<file path="config.mk">
export PLATFORM = sky130hd
export DESIGN_NAME = weight_serializer
export DESIGN_NICKNAME = d
export VERILOG_FILES = /design/src/rtl/weight_serializer_pkg.sv /design/src/rtl/crc16_serial.sv /design/src/rtl/weight_serializer.sv
export SDC_FILE = /design/constraint.sdc
export NUM_CORES = 1
export LEC_CHECK = 0
export BUFFER_PORTS_ARGS = -buffer_cell sky130_fd_sc_hd__buf_2
export CORE_UTILIZATION = 30
export CTS_CLUSTER_SIZE = 40
export DETAILED_ROUTE_END_ITERATION = 6
export PLACE_DENSITY = 0.45
export SETUP_SLACK_MARGIN = 0.05
export SYNTH_ARGS = -nofsm -noshare
export SYNTH_HDL_FRONTEND = slang
export SYNTH_SLANG_ARGS = --single-unit
</file>
<file path="constraint.sdc">
create_clock -name clk -period 2.9 [get_ports clk]
set_clock_uncertainty 0.1 [all_clocks]
set_input_delay 0.58 -clock clk [delete_from_list [all_inputs] [get_ports clk]]
set_output_delay 0.58 -clock clk [all_outputs]
set_load 0.02 [all_outputs]
</file>
<file path="src/rtl/weight_serializer_pkg.sv">
// Shared types and constants for the serial weight-load transmitter.
// Holds the FSM state enum, CRC-16/CCITT constants and a ceil_div helper.
package weight_serializer_pkg;

  typedef enum logic [1:0] {
    IDLE,
    LOAD,
    SHIFT,
    DONE
  } state_e;

  localparam logic [15:0] CRC16_POLY = 16'h1021;
  localparam logic [15:0] CRC16_INIT = 16'hFFFF;

  function automatic int ceil_div(input int a, input int b);
    return (a + b - 1) / b;
  endfunction

endpackage

</file>
<file path="src/rtl/crc16_serial.sv">
// Bit-serial CRC-16/CCITT (MSB-first register, no reflection).
// Ports: clk, rst (sync, active-high), init, en, bit_in, crc[15:0].
module crc16_serial
  import weight_serializer_pkg::*;
(
  input  logic        clk,
  input  logic        rst,
  input  logic        init,
  input  logic        en,
  input  logic        bit_in,
  output logic [15:0] crc
);

  logic [15:0] crc_q;
  logic        fb;

  assign fb  = crc_q[15] ^ bit_in;
  assign crc = crc_q;

  always_ff @(posedge clk) begin
    if (rst) begin
      crc_q <= CRC16_INIT;
    end else if (init) begin
      crc_q <= CRC16_INIT;
    end else if (en) begin
      crc_q <= {crc_q[14:0], 1'b0} ^ (fb ? CRC16_POLY : 16'h0000);
    end
  end

endmodule

</file>
<file path="src/rtl/weight_serializer.sv">
// Streams host weight words LSB-first onto the model's copy/k shift port.
// Ports: clk, rst, start, s_valid/s_data/s_ready (host stream), k, copy,
// busy, done; crc[15:0] only when WEIGHT_SERIALIZER_CRC_EN is defined.
module weight_serializer
  import weight_serializer_pkg::*;
#(
  parameter int WEIGHTS_B = 12864,
  parameter int W         = 32
) (
  input  logic         clk,
  input  logic         rst,
  input  logic         start,
  input  logic         s_valid,
  input  logic [W-1:0] s_data,
  output logic         s_ready,
  output logic         k,
  output logic         copy,
  output logic         busy,
  output logic         done
`ifdef WEIGHT_SERIALIZER_CRC_EN
  ,
  output logic [15:0]  crc
`endif
);

  localparam int TW = (WEIGHTS_B > 1) ? $clog2(WEIGHTS_B) : 1;
  localparam int BW = $clog2(W);
  localparam logic [TW-1:0] TOT_LAST = TW'(WEIGHTS_B - 1);
  localparam logic [BW-1:0] BIT_LAST = BW'(W - 1);

  state_e        state_q;
  logic [BW-1:0] bit_cnt_q;
  logic [TW-1:0] tot_cnt_q;
  logic [W-1:0]  shreg_q;
  logic          k_q;
  logic          copy_q;
  logic          busy_q;
  logic          done_q;

  logic last_bit;
  logic word_end;
  logic hs;

  // Counters index the bit currently presented on k.
  assign last_bit = (tot_cnt_q == TOT_LAST);
  assign word_end = (bit_cnt_q == BIT_LAST);

  always_comb begin
    s_ready = 1'b0;
    unique case (state_q)
      LOAD:    s_ready = 1'b1;
      SHIFT:   s_ready = word_end && !last_bit;
      default: s_ready = 1'b0;
    endcase
  end

  assign hs   = s_valid && s_ready;
  assign k    = k_q;
  assign copy = copy_q;
  assign busy = busy_q;
  assign done = done_q;

  always_ff @(posedge clk) begin
    if (rst) begin
      state_q   <= IDLE;
      bit_cnt_q <= '0;
      tot_cnt_q <= '0;
      shreg_q   <= '0;
      k_q       <= 1'b0;
      copy_q    <= 1'b0;
      busy_q    <= 1'b0;
      done_q    <= 1'b0;
    end else begin
      done_q <= 1'b0;
      unique case (state_q)
        IDLE: begin
          if (start) begin
            state_q   <= LOAD;
            busy_q    <= 1'b1;
            bit_cnt_q <= '0;
            tot_cnt_q <= '0;
          end
        end
        LOAD: begin
          if (hs) begin
            state_q   <= SHIFT;
            k_q       <= s_data[0];
            shreg_q   <= s_data >> 1;
            bit_cnt_q <= '0;
            copy_q    <= 1'b1;
          end
        end
        SHIFT: begin
          if (last_bit) begin
            // Stops mid-word on a partial last word.
            state_q <= DONE;
            k_q     <= 1'b0;
            copy_q  <= 1'b0;
            busy_q  <= 1'b0;
            done_q  <= 1'b1;
          end else if (word_end) begin
            tot_cnt_q <= tot_cnt_q + 1'b1;
            if (hs) begin
              k_q       <= s_data[0];
              shreg_q   <= s_data >> 1;
              bit_cnt_q <= '0;
            end else begin
              state_q <= LOAD;
              k_q     <= 1'b0;
              copy_q  <= 1'b0;
            end
          end else begin
            k_q       <= shreg_q[0];
            shreg_q   <= shreg_q >> 1;
            bit_cnt_q <= bit_cnt_q + 1'b1;
            tot_cnt_q <= tot_cnt_q + 1'b1;
          end
        end
        DONE: begin
          state_q <= IDLE;
        end
        default: begin
          state_q <= IDLE;
        end
      endcase
    end
  end

`ifdef WEIGHT_SERIALIZER_CRC_EN
  crc16_serial u_crc (
    .clk    (clk),
    .rst    (rst),
    .init   ((state_q == IDLE) && start),
    .en     (copy_q),
    .bit_in (k_q),
    .crc    (crc)
  );
`endif

endmodule

</file>
======== Yosys cells after proc, flatten, opt, wreduce, memory -nomap -nowiden ========
Index checks and enable logic that the tools add are counted.
word-level totals
  word-level logic and storage cells ...... 70
  register bits after elaboration ......... 57
operators by class
  multiplexer cells ....................... 33
  reductions and logical operators ........ 15
  equality and inequality tests ........... 11
  bitwise operators ....................... 1
  add/sub/neg operators ................... 2
operator list
  operator                 count
  $mux W32                 3
  $pmux W32 S2             1
  $mux W14                 2
  $pmux W14 S2             1
  $mux W5                  4
  $pmux W5 S3              1
  $add A14 B1 Y14 const B  1
  $eq A14 B14 Y1 const B   1
  $mux W1                  11
  $mux W2                  5
  $reduce_and A3 Y1        3
  $ne A2 B2 Y1 const B     4
  $pmux W1 S2              4
  $pmux W2 S4              1
  $reduce_and A4 Y1        2
  $ne A3 B3 Y1 const B     2
  $add A5 B1 Y5 const B    1
  $eq A5 B5 Y1 const B     1
  $eq A2 B2 Y1 const B     2
  $reduce_and A2 Y1        2
  $reduce_bool A2 Y1       2
  $reduce_bool A3 Y1       1
  $eq A2 B1 Y1 const B     1
  $logic_and A1 B1 Y1      2
  4 further kinds          4

======== Logic depth before layout (Yosys ltp) ========
  depth in word-level cells ............... 9
  gate-level depth with buffers ........... 10
  depth with buffers taken out ............ 8

======== Worst setup path before layout ========
OpenSTA, ideal clock, no wires.
  path kind ............................... register to output
  start ................................... register tot_cnt_q[0]
  end ..................................... output port s_ready
  cell stages (with the launch flop) ...... 7
  arrival ................................. 1.538 ns
  setup slack ............................. 0.682 ns
  required time ........................... 2.220 ns
  path through ............................ dfxtp_1 ha_1 nor2b_1 and4_1 buf_6 buf_6 a21oi_1
between the ends
  word-level cells in the longest chain between the ends .. 4
ends and longest elaborated chain
  what                    line                      source
  from (decl)             weight_serializer.sv:33   logic [TW-1:0] tot_cnt_q;
  from (signal assigned)  weight_serializer.sv:102  tot_cnt_q <= tot_cnt_q + 1'b1;
  from (signal assigned)  weight_serializer.sv:116  tot_cnt_q <= tot_cnt_q + 1'b1;
  $eq A14 B14 Y1          weight_serializer.sv:45   assign last_bit = (tot_cnt_q == TOT_LAST);
  $logic_not A1 Y1        weight_serializer.sv:52   SHIFT: s_ready = word_end && !last_bit;
  $logic_and A1 B1 Y1     weight_serializer.sv:52
  $pmux W1 S2             weight_serializer.sv:50   unique case (state_q)
  to (decl)               weight_serializer.sv:15   output logic s_ready,
Every way passes these cells.

======== Final worst setup path ========
  start ................................... register bit_cnt_q[0]
  end ..................................... output port s_ready
between the ends
  word-level cells in the longest chain between the ends .. 3
ends and longest elaborated chain
  what                    line                      source
  from (decl)             weight_serializer.sv:32   logic [BW-1:0] bit_cnt_q;
  from (signal assigned)  weight_serializer.sv:115  bit_cnt_q <= bit_cnt_q + 1'b1;
  $eq A5 B5 Y1            weight_serializer.sv:46   assign word_end = (bit_cnt_q == BIT_LAST);
  $logic_and A1 B1 Y1     weight_serializer.sv:52
  $pmux W1 S2             weight_serializer.sv:50
Every way passes these cells.

==> summary.txt <==
Clock network
  – Clock buffer depth: 2
  – Clk pin slew, worst setup/hold paths: 0.07 ns
  – CTS tree: built
  – Hold_buf cts: 0
  – Clock latency on the worst-skew pair: 0.34 ns
  – CTS root buf: clkbuf_8
  – CTS resizes: 0
  – Htree depth: 3
  – Post-CTS setup buffer count: 0
  – Inserted Clock Buffers: 9
  – Count of clock tree sinks: 57

Place
  – Post-DP HPWL: 4900 µm
  – RD Place Congestion: 0.719
  – Post-placement cell area: 0.00350 mm²
  – IO buf count: 40

Global route
  – GRT Util Overall: 0.139
  – Global-route wire length before repair: 12200 µm
  – Overflow after GRT: 0
  – Antenna violations before repair: 0
  – Pin count of the biggest net entering global routing: 58
  – Number of global-route vias before repair: 2600

Die
  – Die Ht: 105 µm
  – Num rows: 37
  – Die Span X: 105 µm
  – Die area: 0.0109 mm²
  – Starting Density: 0.308
  – Num ports: 41
  – CORE AREA: 0.0103 mm²

Synth
  – Yosys top cell by area: dfxtp_1
  – YS warnings: 0
  – Syn nets: 367
  – Synth unique cells: 52
  – Async set-reset flop share out of synthesis: 0
  – Register area share after synthesis: 0.361
  – Post-synth top flop: dfxtp_1
  – Number of synthesized register bits: 57
  – Avg Cell Area, Syn: 9.75 µm²
  – Syn Inst Count: 324
  – Top-area cell type share of the netlist area: 0.361
  – EDFF count, synth: 0
  – Top area cells in the synthesized netlist: dfxtp_1, a211oi_2, mux2i_1
  – Commonest cells in the netlist: dfxtp_1, nor2_1, a211oi_2, mux2i_1, a21oi_1
  – Synthesized area: 0.00316 mm²
  – Most frequent cell after synthesis: dfxtp_1

Setup path
  – Crit path max fanout: 5
  – CP endpoint kind: primary output
  – R2R depth: 9
  – Critical path class: flop to primary output
  – Critical path data arrival time: 1.90 ns
  – Setup crit start kind: flop
  – CP required: 2.22 ns

Drt
  – DRT Pass-1 Iters: 4
  – DRT Wirelength: 6930 µm
  – Final ANT Viol Nets: 0
  – 1st-iter DRT viols: 42
  – Via count: 2467
  – # DRC: 0
  – Avg WL per Cell: 13.8 µm
  – Vias/cell: 4.90

Power and ir drop
  – Static Leak: 1.49 nW
  – Pwr dens: 786 mW/mm²
  – VDD IR max: 437 µV

Cells and area
  – FILL cells: 1077
  – Design area: 0.00369 mm²
  – Nets: 405
  – Synthesis-to-finish area growth: 16.8%
  – Multi-input gate area: 0.00188 mm²
  – ANT cells: 0
  – Reg area: 0.00114 mm²
  – Fraction of layout cells with a size suffix above 1: 0.300
  – Fin util: 0.359

Timing
  – Final period util: 0.891
  – Fin Setup TNS: 0 ns
  – Max-slew violation count: 0
  – RSZ-0062 raised after global routing: false
  – Final setup vio count: 0
  – Fmax: 387 MHz
  – Worst-Margin Slew: 0.539 ns
  – Min cycle time layout: 2.58 ns
  – Worst rel slew slack: 0.641
  – Final hold violation count: 0

Job
  – MaxCap Viol Count: 0

Run status
  – Status: completed

Min path
  – Hold WC Path Type: flop to flop
  – Hold path cells: 1
==> registers in the layout (all words and copies together) (netlist names) <==
name,count
bit_cnt_q,5
busy,1
copy,1
done,1
k,1
shreg_q,32
state_q,2
tot_cnt_q,14
==> metrics by stage <==
stage / instances / hold WS (ns) / worst slack [ns] / power [mW]
6_report: 503 / 0.386 / 0.315 / 2.90
5_1_grt: 503 / 0.398 / 0.189 / 3.12
4_1_cts: 503 / 0.390 / 0.266 / 2.96
3_5_place_dp: 487 / 0.373 / 0.534 / 2.20
3_3_place_gp: 487 / 0.376 / 0.509 / 2.19
2_1_floorplan: 324 / 0.356 / 0.682 / 1.96
==> power by group <==
group          internal (mW)  leakage, nW  switching (mW)
combinational          0.456        0.938           0.659
clock                  0.394       0.0912           0.342
sequential             0.952        0.462          0.0996
==> cells by family after synthesis <==
logic type,Yosys count,share of synthesized area
flip-flops,57,0.361
AO/OA/AOI/OAI,78,0.246
AND/OR/NAND/NOR,111,0.189
buffers and inverters,28,0.0439
multiplexers,33,0.105
XOR/XNOR,10,0.0277
adder cells (fa/ha/maj),7,0.0277
==> per-layer routing <==
| metal | global-route usage | vias up | routed length [µm] |
|---|---|---|---|
| li1 | - | 1265 | - |
| met1 | 0.157 | 1158 | 3220 |
| met2 | 0.247 | 40 | 3370 |
| met3 | 0.0449 | 4 | 292 |
| met4 | 0.0392 | 0 | 46 |
| met5 | 0 | - | 0 |
==> critical path, stage by stage, from the launching register on <==
cell and delay [ns]:
dfxtp_1 0.40, ha_1 0.20, and3_1 0.16, ha_1 0.25, a21o_1 0.14, nand2_1 0.07, a21oi_1 0.16, buf_2 0.19
==> final cells by class <==
type,instances,area share
Inverter,6,0.00610
Clock buffer,9,0.0335
Multi-Input combinational cell,239,0.510
Tap cell,136,0.0461
Sequential cell,57,0.309
Clock inverter,7,0.0193
Timing Repair Buffer,49,0.0759
==> path summary, 6_finish.rpt <==
| path | from | end | slack (ns) |
|---|---|---|---|
| max reg2reg | bit_cnt_q[0] | shreg_q[23] | 0.54 |
| min reg2reg | shreg_q[31] | shreg_q[31] | 0.39 |
| min | shreg_q[31] | shreg_q[31] | 0.39 |
| max | bit_cnt_q[0] | s_ready | 0.32 |
==> cells in the final DEF (no fill, tap or decap), drive strengths merged, types with 3 or more instances in the layout <==
cell type,instances
inv,6
nor3,3
nor2b,4
ha,7
clkbuf,9
xor2,4
nand2,11
clkinvlp,3
buf,49
a2111oi,3
a211oi,39
a21oi,13
a21o,3
and3,3
nand4,10
nand3,6
dfxtp,57
o21ai,4
nor2,52
xnor2,6
nand2b,7
mux2i,33
clkinv,3
and2,3
Note: power is estimated with default switching activity, not from simulation.
